**src/rtl/dtw_query_loader.sv**
```systemverilog
// dtw_query_loader: pops query samples from the first-word fall-through sink FIFO
// into a local buffer, then holds the buffer stable for the DTW core's random reads.
// Optional feature macro: DTW_QLOAD_MINMAX_EN tracks the query minimum and maximum.
// When the macro is undefined, qry_min and qry_max are tied to their reset constants.
module dtw_query_loader #(
    parameter int unsigned DATA_WIDTH    = 8,
    parameter int unsigned QUERY_LEN_MAX = 256,
    parameter int unsigned ADDR_WIDTH    = 8
) (
    input  logic                  S_AXIS_ACLK,
    input  logic                  S_AXIS_ARESETN,
    input  logic                  start,
    input  logic                  abort,
    input  logic [ADDR_WIDTH:0]   query_len,
    output logic                  dtw_fifo_rden,
    input  logic [DATA_WIDTH-1:0] dtw_fifo_dout,
    input  logic                  dtw_fifo_empty,
    input  logic [ADDR_WIDTH-1:0] qry_rd_addr,
    output logic [DATA_WIDTH-1:0] qry_rd_data,
    output logic                  query_ready,
    input  logic                  query_consumed,
    output logic                  busy,
    output logic                  len_err,
    output logic [ADDR_WIDTH:0]   sample_count,
    output logic [DATA_WIDTH-1:0] qry_min,
    output logic [DATA_WIDTH-1:0] qry_max
);

    localparam int unsigned CNT_WIDTH = ADDR_WIDTH + 1;
    localparam logic [CNT_WIDTH-1:0] LEN_MAX = CNT_WIDTH'(QUERY_LEN_MAX);

    typedef enum logic [1:0] {
        ST_IDLE  = 2'd0,
        ST_LOAD  = 2'd1,
        ST_READY = 2'd2
    } state_t;

    state_t                 state_q;
    state_t                 state_d;
    logic [CNT_WIDTH-1:0]   len_q;
    logic [CNT_WIDTH-1:0]   count_q;
    logic                   busy_q;
    logic                   ready_q;
    logic                   len_err_q;
    logic [DATA_WIDTH-1:0]  rd_data_q;
    logic                   start_ok;
    logic                   start_bad;
    logic                   pop;
    logic                   last_pop;
    logic [DATA_WIDTH-1:0]  qbuf [QUERY_LEN_MAX];

    // State register
    always_ff @(posedge S_AXIS_ACLK or negedge S_AXIS_ARESETN) begin
        if (!S_AXIS_ARESETN) begin
            state_q <= ST_IDLE;
        end else begin
            state_q <= state_d;
        end
    end

    // Next-state decode, start qualification and the FIFO pop request
    always_comb begin
        state_d   = state_q;
        start_ok  = 1'b0;
        start_bad = 1'b0;
        pop       = 1'b0;
        last_pop  = 1'b0;
        unique case (state_q)
            ST_IDLE: begin
                if (start && !abort) begin
                    if (query_len != '0) begin
                        start_ok = 1'b1;
                        state_d  = ST_LOAD;
                    end else begin
                        start_bad = 1'b1;
                    end
                end
            end
            ST_LOAD: begin
                pop      = !dtw_fifo_empty && (count_q < len_q) && !abort;
                last_pop = pop && ((count_q + CNT_WIDTH'(1)) == len_q);
                if (last_pop) begin
                    state_d = ST_READY;
                end
            end
            ST_READY: begin
                if (query_consumed) begin
                    state_d = ST_IDLE;
                end
            end
            default: begin
                state_d = ST_IDLE;
            end
        endcase
        // abort wins over start, pops and query_consumed
        if (abort) begin
            state_d = ST_IDLE;
        end
    end

    assign dtw_fifo_rden = pop;

    // Load length capture (clamped to buffer depth) and stored-sample counter
    always_ff @(posedge S_AXIS_ACLK or negedge S_AXIS_ARESETN) begin
        if (!S_AXIS_ARESETN) begin
            len_q   <= '0;
            count_q <= '0;
        end else if (abort) begin
            count_q <= '0;
        end else if (start_ok) begin
            len_q   <= (query_len > LEN_MAX) ? LEN_MAX : query_len;
            count_q <= '0;
        end else if (pop) begin
            count_q <= count_q + CNT_WIDTH'(1);
        end
    end

    // Registered status outputs
    always_ff @(posedge S_AXIS_ACLK or negedge S_AXIS_ARESETN) begin
        if (!S_AXIS_ARESETN) begin
            busy_q    <= 1'b0;
            ready_q   <= 1'b0;
            len_err_q <= 1'b0;
        end else begin
            busy_q    <= (state_d == ST_LOAD);
            ready_q   <= (state_d == ST_READY);
            len_err_q <= start_bad;
        end
    end

    // Query buffer write; only LOAD pops write, so the buffer is frozen in READY
    always_ff @(posedge S_AXIS_ACLK) begin
        if (pop) begin
            qbuf[count_q[ADDR_WIDTH-1:0]] <= dtw_fifo_dout;
        end
    end

    // Registered random read port for the DTW core, active in every state
    always_ff @(posedge S_AXIS_ACLK or negedge S_AXIS_ARESETN) begin
        if (!S_AXIS_ARESETN) begin
            rd_data_q <= '0;
        end else begin
            rd_data_q <= qbuf[qry_rd_addr];
        end
    end

`ifdef DTW_QLOAD_MINMAX_EN
    logic [DATA_WIDTH-1:0] min_q;
    logic [DATA_WIDTH-1:0] max_q;

    // Running unsigned extrema over the samples popped in the current load
    always_ff @(posedge S_AXIS_ACLK or negedge S_AXIS_ARESETN) begin
        if (!S_AXIS_ARESETN) begin
            min_q <= '1;
            max_q <= '0;
        end else if (abort || start_ok) begin
            min_q <= '1;
            max_q <= '0;
        end else if (pop) begin
            if (dtw_fifo_dout < min_q) begin
                min_q <= dtw_fifo_dout;
            end
            if (dtw_fifo_dout > max_q) begin
                max_q <= dtw_fifo_dout;
            end
        end
    end

    assign qry_min = min_q;
    assign qry_max = max_q;
`else
    assign qry_min = '1;
    assign qry_max = '0;
`endif

    assign busy         = busy_q;
    assign query_ready  = ready_q;
    assign len_err      = len_err_q;
    assign sample_count = count_q;
    assign qry_rd_data  = rd_data_q;

endmodule

```
**config.mk**
```make
export PLATFORM = sky130hd
export DESIGN_NAME = dtw_query_loader
export DESIGN_NICKNAME = d
export VERILOG_FILES = /design/src/rtl/dtw_query_loader.sv
export SDC_FILE = /design/constraint.sdc
export NUM_CORES = 2
export LEC_CHECK = 0
export BUFFER_PORTS_ARGS = -buffer_cell sky130_fd_sc_hd__buf_2
export CAP_MARGIN = 0
export CORE_UTILIZATION = 40
export CTS_BUF_LIST = sky130_fd_sc_hd__clkbuf_8 sky130_fd_sc_hd__clkbuf_16
export DETAILED_ROUTE_END_ITERATION = 8
export PLACE_DENSITY = 0.52
export SLEW_MARGIN = 30
export SYNTH_ARGS = -nofsm -noshare
export SYNTH_HDL_FRONTEND = slang
export SYNTH_SLANG_ARGS = --single-unit
export TNS_END_PERCENT = 5
```
**constraint.sdc**
```tcl
create_clock -name S_AXIS_ACLK -period 6.65 [get_ports S_AXIS_ACLK]
set_input_delay 1.33 -clock S_AXIS_ACLK [delete_from_list [all_inputs] [get_ports S_AXIS_ACLK]]
set_output_delay 1.33 -clock S_AXIS_ACLK [all_outputs]
set_load 0.05 [all_outputs]
```
==> results.md <==
- Cell taking the most area after synthesis: edfxtp_1
- Initial core utilization: 40.3%
- Final period util: 74.5%
- RSZ-0062 raised after global routing: false
- Routed WL: 212000 um
- Hold WC Path Type: in2async
- Largest cells by area after synthesis: edfxtp_1 (75%), mux4_2 (15%), mux2i_1 (1.7%)
- GRT Total Usage: 20.7%
- Maxcap violations: 0
- Share of post-route cells with drive strength above 1: 24.5%
- Routability congestion estimate: 0.792
- Startpoint Class: register
- CTS tree: built
- DIE HEIGHT: 454 um
- Worst path required time: 5320 ps
- Net Sw Frac: 21.6%
- EDFF count, synth: 2048
- Fmax: 0.202 GHz
- Detailed Routing Iterations Pass 1: 7
- Most instantiated library cell after synthesis: edfxtp_1
- Synthesized area per cell: 21.2 um2
- Part of the power in registers: 52.4%
- Post-Syn Instances: 3851
- CTS H-tree depth: 4
- Total grt overflow: 0
- DRT iter0 DRCs: 3708
- Post-route ant nets: 0
- DRC Markers: 0
- Die Wd: 454 um
- Fill cells: 17000
- Initial antenna violation count: 11
- Post-synth ARST share: 1.49%
- Total CTS buffers: 211
- Pwr dens: 300 nW/um2
- Fin. max-slew vios: 0
- CTS Buffer Depth: 3
- FF+latch count, synth: 2079
- Skew final: 37.9 ps
- First-pass GRT wire length: 301000 um
- Hold Vio Cnt, Final: 0
- Switching pwr: 5960 uW
- YS warnings: 0
- Root buffer cell: clkbuf_16
- Hpwl dp: 127000 um
- Pre-CTS setup slack: 1460 ps
- Commonest cells post-synth: edfxtp_1 (2048), mux4_2 (527), nor2_1 (306)
- Vias: 38600
- Post-CTS setup buffers: 0
- Final setup fails: 0
- Worst-Skew Late Latency: 830 ps
- Num rows: 165
- Kind of end point of the critical path: primary output
- Crit Path Category: reg2out
- Post-route minimum period: 4950 ps
- Avg WL per Cell: 31.0 um
- Yosys top cell area share: 75.4%
- Post-synthesis cell type count: 61
- Multi-input logic area: 18000 um2
- Leak pwr: 0.0287 uW
- Comb power frac: 5.1%
- FF/Latch Area: 62300 um2
- Post-CTS sizing: 0
- Sequential area share after synthesis: 76.4%
- Area grow syn2layout: 12.7%
- Clk pin slew, worst setup/hold paths: 60 ps
- Critical path peak fanout: 15
- Post-synth top flop: edfxtp_1
- Vias in the first global route: 39300
- I/O pin count: 68
- Int Power: 21600 uW
- Final hold slack: 471 ps
- Post-Syn Area: 81500 um2
- Final setup TNS: 0 ps
- CTS Sinks: 2079
- Outcome: completed
- Core ar.: 202000 um2
- Proportion of power drawn by the clock network: 42.5%
- DR vias/cell: 5.64
- Data arrival time of the worst path: 3620 ps
- Worst setup margin: 1700 ps
- Die area: 206000 um2
- Slew headroom: 23.2%
- CTS Hold Bufs: 0
- Worst vdd ir: 0.000263 V
- Worst-margin pin slew: 1140 ps
- IO Port Bufs: 51
- Largest net degree at the start of global routing: 162
- Number of nets in the layout: 4024
-- power by group through the flow --
stage / registers [uW] / clock network, uW / logic, uW
floorplan: 14700 / 0 / 740
global placement: 14700 / 0 / 1420
detailed placement: 14700 / 0 / 1420
CTS: 14400 / 11900 / 1420
global route: 14400 / 12400 / 1480
finish: 14400 / 11700 / 1400
-- placed cells by master (no fill, tap or decap), drive strengths merged, types with 46 or more instances in the layout --
cell type | synthesis | routed
o221ai | 46 | 46
clkinv | 2 | 98
mux4 | 527 | 527
nor2 | 306 | 306
buf | 150 | 140
inv | 13 | 60
nand2 | 145 | 145
mux2i | 141 | 141
edfxtp | 2048 | 2048
clkbuf | 89 | 220
-- state kept, by name, indices dropped and copies added, names as in the netlist --
name / cells
sample_count: 9
qry_rd_data: 8
query_ready: 1
len_err: 1
state_q: 2
busy: 1
len_q: 9
qbuf: 2048
-- area by class of cell --
cell class | instances | share of cell area (%)
inverters | 15 | 0.0640
well taps | 2672 | 3.64
clock inverters | 165 | 1.43
clock buffers | 219 | 5.96
flip-flops and latches | 2079 | 67.8
repair buffers | 141 | 1.49
diodes | 9 | 0.0245
multi-input cells | 1532 | 19.6
-- stage by stage --
stage | util (%) | std cells | cell area (um2) | power, uW
2_1_floorplan | - | 3865 | 81600 | 15500
3_3_place_gp | 42.0 | 6437 | 84900 | 16100
3_5_place_dp | 42.0 | 6438 | 85000 | 16100
4_1_cts | 45.4 | 6822 | 91800 | 27800
5_1_grt | 45.4 | 6831 | 91900 | 28300
6_report | 45.4 | 6832 | 91900 | 27500
-- routing by layer --
layer | global-route usage, % | routed length, um | vias to the layer above
met5 | 0 | 23 | -
met4 | 6.65 | 6580 | 6
met3 | 3.62 | 11700 | 279
met2 | 33.9 | 105000 | 1149
met1 | 28.2 | 88700 | 20900
li1 | - | - | 16200
-- logic make-up (layout without fill, tap and decap cells) --
| logic type | after synthesis | in the layout | share of synthesized area [%] |
|---|---|---|---|
| buffers and inverters | 254 | 540 | 1.76 |
| other | 2 | 25 | 0.00921 |
| and+or+nand+nor | 556 | 556 | 2.88 |
| DFF | 2079 | 2079 | 76.4 |
| AOI/OAI and AO/OA | 258 | 258 | 2.24 |
| xor gates and xnor gates | 12 | 12 | 0.129 |
| muxes | 677 | 677 | 16.4 |
| adders and majority gates | 13 | 13 | 0.199 |
-- critical path: stages (launching register included) --
cell and delay (ps):
dfrtp_1 710, ha_1 330, o21a_1 100, o21ai_0 170
a21oi_1 100, or3_1 580, inv_1 440, buf_2 370
-- worst paths after layout --
check	start	endpoint	cells after the start	slack, ps
min in group S_AXIS_ACLK	len_q[0]	len_q[0]	2	490
max reg2reg	sample_count[2]	qbuf[185][7]	9	1860
min reg2reg	len_q[0]	len_q[0]	2	490
max	sample_count[2]	dtw_fifo_rden	7	1700
min	S_AXIS_ARESETN	sample_count[6]	1	470
max in group asynchronous	S_AXIS_ARESETN	sample_count[1]	1	5770
Note: power is estimated with default switching activity, not from simulation.
